### config.mk
export PLATFORM = sky130hd
export DESIGN_NAME = vpu_seq
export DESIGN_NICKNAME = d
export VERILOG_FILES = /design/src/rtl/vpu_seq.sv
export SDC_FILE = /design/constraint.sdc
export NUM_CORES = 1
export LEC_CHECK = 0
export CAP_MARGIN = 40
export CORE_MARGIN = 1
export CORE_UTILIZATION = 25
export CTS_CLUSTER_DIAMETER = 40
export DETAILED_ROUTE_END_ITERATION = 12
export DONT_BUFFER_PORTS = 1
export PLACE_DENSITY = 0.46
export SLEW_MARGIN = 20
export SYNTH_ARGS = -nofsm -noshare
export SYNTH_HDL_FRONTEND = slang
export SYNTH_SLANG_ARGS = --single-unit
### constraint.sdc
create_clock -name clk -period 13.35 [get_ports clk]
set_input_delay 2.0025 -clock clk [delete_from_list [all_inputs] [get_ports clk]]
set_output_delay 2.0025 -clock clk [all_outputs]
set_load 0.02 [all_outputs]
### src/rtl/vpu_seq.sv
// Vector unit sequencer: splits one vector command into 8-lane beats,
// drives read, function select, lane mask and masked writeback.
module vpu_seq #(
   parameter int MAXVL = 64,
   parameter int BW    = 3
) (
   input  logic             clk,
   input  logic             rst,
   input  logic             cmd_valid,
   output logic             cmd_ready,
   input  logic [4:0]       cmd_op,
   input  logic             cmd_ifsel,
   input  logic [6:0]       cmd_vl,
   input  logic             cmd_masken,
   input  logic [MAXVL-1:0] cmd_mask,
   output logic             rf_re,
   output logic [BW-1:0]    rf_rbeat,
   output logic             vpu_ifsel,
   output logic [17:0]      vpu_sel,
   output logic [7:0]       vpu_mask,
   input  logic [7:0]       vpu_rd,
   output logic             wb_we,
   output logic [BW-1:0]    wb_beat,
   output logic [7:0]       wb_lane_en,
   output logic [MAXVL-1:0] cmp_result,
   output logic             done,
   output logic             err,
   output logic             busy
);

   typedef enum logic [1:0] {IDLE, RUN, DONE} state_t;

   state_t           state;
   logic [6:0]       vl_q;
   logic             masken_q;
   logic [MAXVL-1:0] mask_q;
   logic [BW-1:0]    last_q;
   logic             cmp_q;

   logic [6:0]       vl_c;
   logic [7:0]       span_c;
   logic [7:0]       nb_c;
   logic [BW-1:0]    last_c;
   logic             legal_c;
   logic             iscmp_c;
   logic [17:0]      sel_c;
   logic [7:0]       lm;
   logic [BW+2:0]    ix;

   // Decode the offered command: clamp length, beat count, select.
   always_comb begin
      vl_c    = (cmd_vl > 7'(MAXVL)) ? 7'(MAXVL) : cmd_vl;
      span_c  = {1'b0, vl_c} + 8'd7;
      nb_c    = span_c >> 3;
      last_c  = BW'(nb_c - 8'd1);
      legal_c = (cmd_op < 5'd18);
      iscmp_c = (cmd_op >= 5'd14) && (cmd_op <= 5'd17);
      sel_c   = legal_c ? (18'd1 << cmd_op) : 18'd0;
   end

   // Lane mask for the beat currently being read.
   always_comb begin
      lm = '0;
      ix = '0;
      for (int i = 0; i < 8; i++) begin
         ix    = {rf_rbeat, 3'(i)};
         lm[i] = (8'(ix) < {1'b0, vl_q}) &&
                 (!masken_q || mask_q[ix]);
      end
   end

   assign wb_lane_en = vpu_mask;

   // Sequencer FSM with registered outputs.
   always_ff @(posedge clk or posedge rst) begin
      if (rst) begin
         state      <= IDLE;
         cmd_ready  <= 1'b1;
         busy       <= 1'b0;
         done       <= 1'b0;
         err        <= 1'b0;
         rf_re      <= 1'b0;
         rf_rbeat   <= '0;
         wb_we      <= 1'b0;
         wb_beat    <= '0;
         vpu_mask   <= '0;
         vpu_sel    <= '0;
         vpu_ifsel  <= 1'b0;
         cmp_result <= '0;
         vl_q       <= '0;
         masken_q   <= 1'b0;
         mask_q     <= '0;
         last_q     <= '0;
         cmp_q      <= 1'b0;
      end else begin
         unique case (state)
            IDLE: begin
               done <= 1'b0;
               err  <= 1'b0;
               if (cmd_valid) begin
                  vl_q      <= vl_c;
                  masken_q  <= cmd_masken;
                  mask_q    <= cmd_mask;
                  last_q    <= last_c;
                  cmp_q     <= iscmp_c;
                  cmd_ready <= 1'b0;
                  busy      <= 1'b1;
                  if (iscmp_c)
                     cmp_result <= '0;
                  if (vl_c == 7'd0 || !legal_c) begin
                     state <= DONE;
                     done  <= 1'b1;
                     err   <= !legal_c;
                  end else begin
                     state     <= RUN;
                     rf_re     <= 1'b1;
                     rf_rbeat  <= '0;
                     vpu_sel   <= sel_c;
                     vpu_ifsel <= cmd_ifsel;
                  end
               end
            end
            RUN: begin
               wb_we    <= rf_re;
               wb_beat  <= rf_rbeat;
               vpu_mask <= rf_re ? lm : 8'd0;
               if (rf_re) begin
                  if (rf_rbeat == last_q) begin
                     rf_re    <= 1'b0;
                     rf_rbeat <= '0;
                  end else begin
                     rf_rbeat <= rf_rbeat + 1'b1;
                  end
               end
               if (wb_we && cmp_q)
                  cmp_result[{wb_beat, 3'b000} +: 8] <= vpu_rd & vpu_mask;
               if (wb_we && !rf_re) begin
                  state     <= DONE;
                  done      <= 1'b1;
                  vpu_sel   <= '0;
                  vpu_ifsel <= 1'b0;
               end
            end
            DONE: begin
               state     <= IDLE;
               done      <= 1'b0;
               err       <= 1'b0;
               cmd_ready <= 1'b1;
               busy      <= 1'b0;
            end
            default: state <= IDLE;
         endcase
      end
   end

endmodule

==> flow_summary.json <==
{
  "setup_viol": 0,
  "rows": 66,
  "coreArea_sq_um": 32600,
  "clockBufferDepth": 2,
  "cp_max_fo": 4,
  "grt_pass1_wl_microns": 35900,
  "ys_seq_area_frac": 0.546,
  "clk_pin_slew_ns": 0.07,
  "clock_skew_ns": 0.0140,
  "die_area_sq_um": 33900,
  "ant_nets": 0,
  "r2r-end": "cmp_result[0]$_DFFE_PP0P_",
  "dpl_cell_area_sq_um": 8770,
  "cts_tree": "built",
  "ys_ff_latch": 181,
  "post_cts_buffers": 0,
  "fill_cells": 3389,
  "syn_area_per_cell_sq_um": 10.8,
  "arrival_ns": 3.80,
  "ios": 200,
  "syn-num-nets": 869,
  "hold_buffers": 0,
  "clock-sinks": 181,
  "crit_type": "input pin to register",
  "wire_per_inst_microns": 19.2,
  "hp-class": "register to register",
  "r2r-start": "wb_beat[0]$_DFFE_PP0P_",
  "p_sw_mw": 0.810,
  "period_minus_slack_ns": 3.45,
  "start_util": 0.254,
  "outcome": "finished, final reports clean",
  "max_cap_violations": 0,
  "firstDrtPassIters": 4,
  "holdWs_ns": 0.471,
  "p_seq_frac": 0.437,
  "endpoint_kind": "register",
  "final_nets": 855,
  "seq_area_sq_um": 4530,
  "drt_iter0_drc": 248,
  "synth.distinct_cells": 60,
  "cts_resized": 0,
  "diodes": 0,
  "setup_slack_ns": 9.90,
  "required_ns": 13.70,
  "gr-total-overflow": 0,
  "die_h_microns": 184,
  "synth_top_area_cell": "dfrtp_1",
  "yosysWarnings": 0,
  "fin_crit_sh": 0.258,
  "worst_slew_pin_slew_ns": 0.793,
  "cts-buffers-inserted": 17,
  "wirelength_microns": 23200,
  "holdCritStartpoint": "mask_q[54]$_DFFE_PP0P_",
  "syn_area_sq_um": 8300,
  "p_clk_frac": 0.257,
  "hpwl_microns": 16600,
  "vias_per_cell": 4.66,
  "drc": 0,
  "synthArstFlopShare": 1.00,
  "vias": 5639,
  "yosys-top-cells-area": "dfrtp_1 (54%), nand2_1 (9.8%), o2bb2ai_1 (5.1%), mux4_2 (4.3%), mux2_2 (3.4%)",
  "hold_viol": 0,
  "multiInputGateArea_sq_um": 3460,
  "r2r_slack_ns": 10.58,
  "final_cells": 1209,
  "slowest_delay_ns": 0.55,
  "worstHoldEndpoint": "mask_q[54]$_DFFE_PP0P_",
  "grt_pass1_vias": 5849,
  "dp.cells": 1177,
  "rsz0062_at_grt": "no",
  "reg2reg_depth": 7,
  "finalSetupTns_ns": 0,
  "finalMaxSlewViolations": 0,
  "insertion_delay_ns": 0.44,
  "p_comb_frac": 0.306,
  "whs_path_depth": 2,
  "cp-start-kind": "input pin",
  "fin_area_sq_um": 9370,
  "ir_worst_vdd_mv": 0.0852,
  "p_int_mw": 1.22,
  "cts_max_level": 4,
  "grt_usage": 0.141,
  "drive_gt1_frac": 0.147,
  "crit_slowest_cell": "nor3_1",
  "chipWidth_microns": 184,
  "power.density_nw_per_um2": 216,
  "syn2layout_area_growth_pct": 13.0,
  "grt_max_degree": 78,
  "synthFlopType": "dfrtp_1",
  "maxSlewHeadroom": 0.467,
  "cp_cell_sequence": "nor3_1 -> nor2b_1 -> or3_1 -> ha_1 -> or3_1 -> a31oi_1",
  "cts_root_buf": "clkbuf_16",
  "antenna_found_initial": 1,
  "port_buffers": 0,
  "globalplace.congestion": 0.748,
  "fmax_mhz": 290,
  "synthCells": 768,
  "cp_common_cell": "or3_1",
  "netSwitchingFraction": 0.400,
  "synth_top_cell_area_share": 0.543,
  "place_ws_ns": 9.47,
  "leakagePower_nw": 4.22,
  "synth-edff-count": 0
}
-- synthesized netlist by cell type (3+ instances only) --
cell type  instances
buf_4              9
o211ai_2           6
a21oi_1           10
and2_1             6
nor2_1            23
nand2b_1           9
and3_1            13
a31oi_1            5
mux2_2            25
o21ai_0           20
nand2_1          216
nand3_1           15
nand3_2            5
o21bai_1           3
ha_1              12
nand3b_1           6
or3_1              3
mux2i_1            9
xnor2_1            3
o32ai_1            4
nor2b_1            6
inv_1             22
o2bb2ai_1         48
buf_1              3
dfrtp_1          180
mux4_2            16
mux2_4             9
buf_2              6
a21o_1             3
nor3_1             9
clkbuf_1          23
nor4_1             6
-- flip-flops by register name, indices dropped and copies added, names as in the netlist, 2 cells and up --
register,cells
cmp_result,64
wb_beat,3
state,2
rf_rbeat,3
mask_q,64
vl_q,7
vpu_sel,18
last_q,3
vpu_mask,8
-- how the worst max path moves through the flow --
stage,endpoint,from,slack [ns]
after CTS,last_q[2]$_DFFE_PP0P_,cmd_vl[2],9.93
after floorplan,busy$_DFFE_PP0P_,rst,6.43
final,last_q[2]$_DFFE_PP0P_,cmd_vl[2],9.90
after global placement,vpu_sel[4]$_DFFE_PP0P_,cmd_op[3],9.29
after detailed placement,last_q[2]$_DFFE_PP0P_,cmd_vl[2],9.47
after global routing,last_q[2]$_DFFE_PP0P_,cmd_vl[2],9.83
-- layout make-up --
type,count,area share
clock inverter,15,0.0191
clock buffer,17,0.0454
sequential,181,0.483
tap,442,0.0590
multi-input combinational,520,0.369
inverter,23,0.00974
timing repair buffer,11,0.0143
-- power by group through the flow --
stage | Clock (mW) | Sequential (mW) | Combinational, mW
2_1_floorplan | 0 | 0.836 | 0.519
3_3_place_gp | 0 | 0.898 | 0.618
3_5_place_dp | 0 | 0.902 | 0.634
4_1_cts | 0.539 | 0.891 | 0.637
5_1_grt | 0.561 | 0.913 | 0.707
6_report | 0.520 | 0.886 | 0.621
-- placed cells by master, fill, tap and decap left out, types with 12 or more instances in the layout --
master	count
nand2_1	215
dfrtp_1	180
o2bb2ai_1	48
mux2_2	25
nor2_1	23
inv_1	21
o21ai_0	20
clkbuf_16	17
mux4_2	16
nand3_1	15
and3_1	13
ha_1	12
-- metrics by stage --
step	power [mW]	utilization
2_1_floorplan	1.36	-
3_3_place_gp	1.52	0.266
3_5_place_dp	1.54	0.269
4_1_cts	2.07	0.287
5_1_grt	2.18	0.287
6_report	2.03	0.287
-- metal layers --
metal / up-vias / GRT usage / share of wire
li1: 2653 / - / -
met5: - / 0 / 0.00039
met2: 165 / 0.215 / 0.45
met1: 2806 / 0.184 / 0.45
met3: 13 / 0.0589 / 0.095
met4: 2 / 0.0313 / 0.0071
-- kinds of logic after synthesis --
logic type      share of synthesized area
buf+inv                            0.0377
flops                               0.546
simple gates                        0.175
fa+ha+maj                          0.0181
mux                                 0.105
xor+xnor                          0.00528
compound gates                      0.114
-- critical path, delay by kind of cell --
family                     cells  cell delay [ns]
AOI/OAI and AO/OA              1             0.17
adders and majority gates      1             0.22
and+or+nand+nor                4             1.41
No activity file was read; power rests on OpenSTA's default activity.
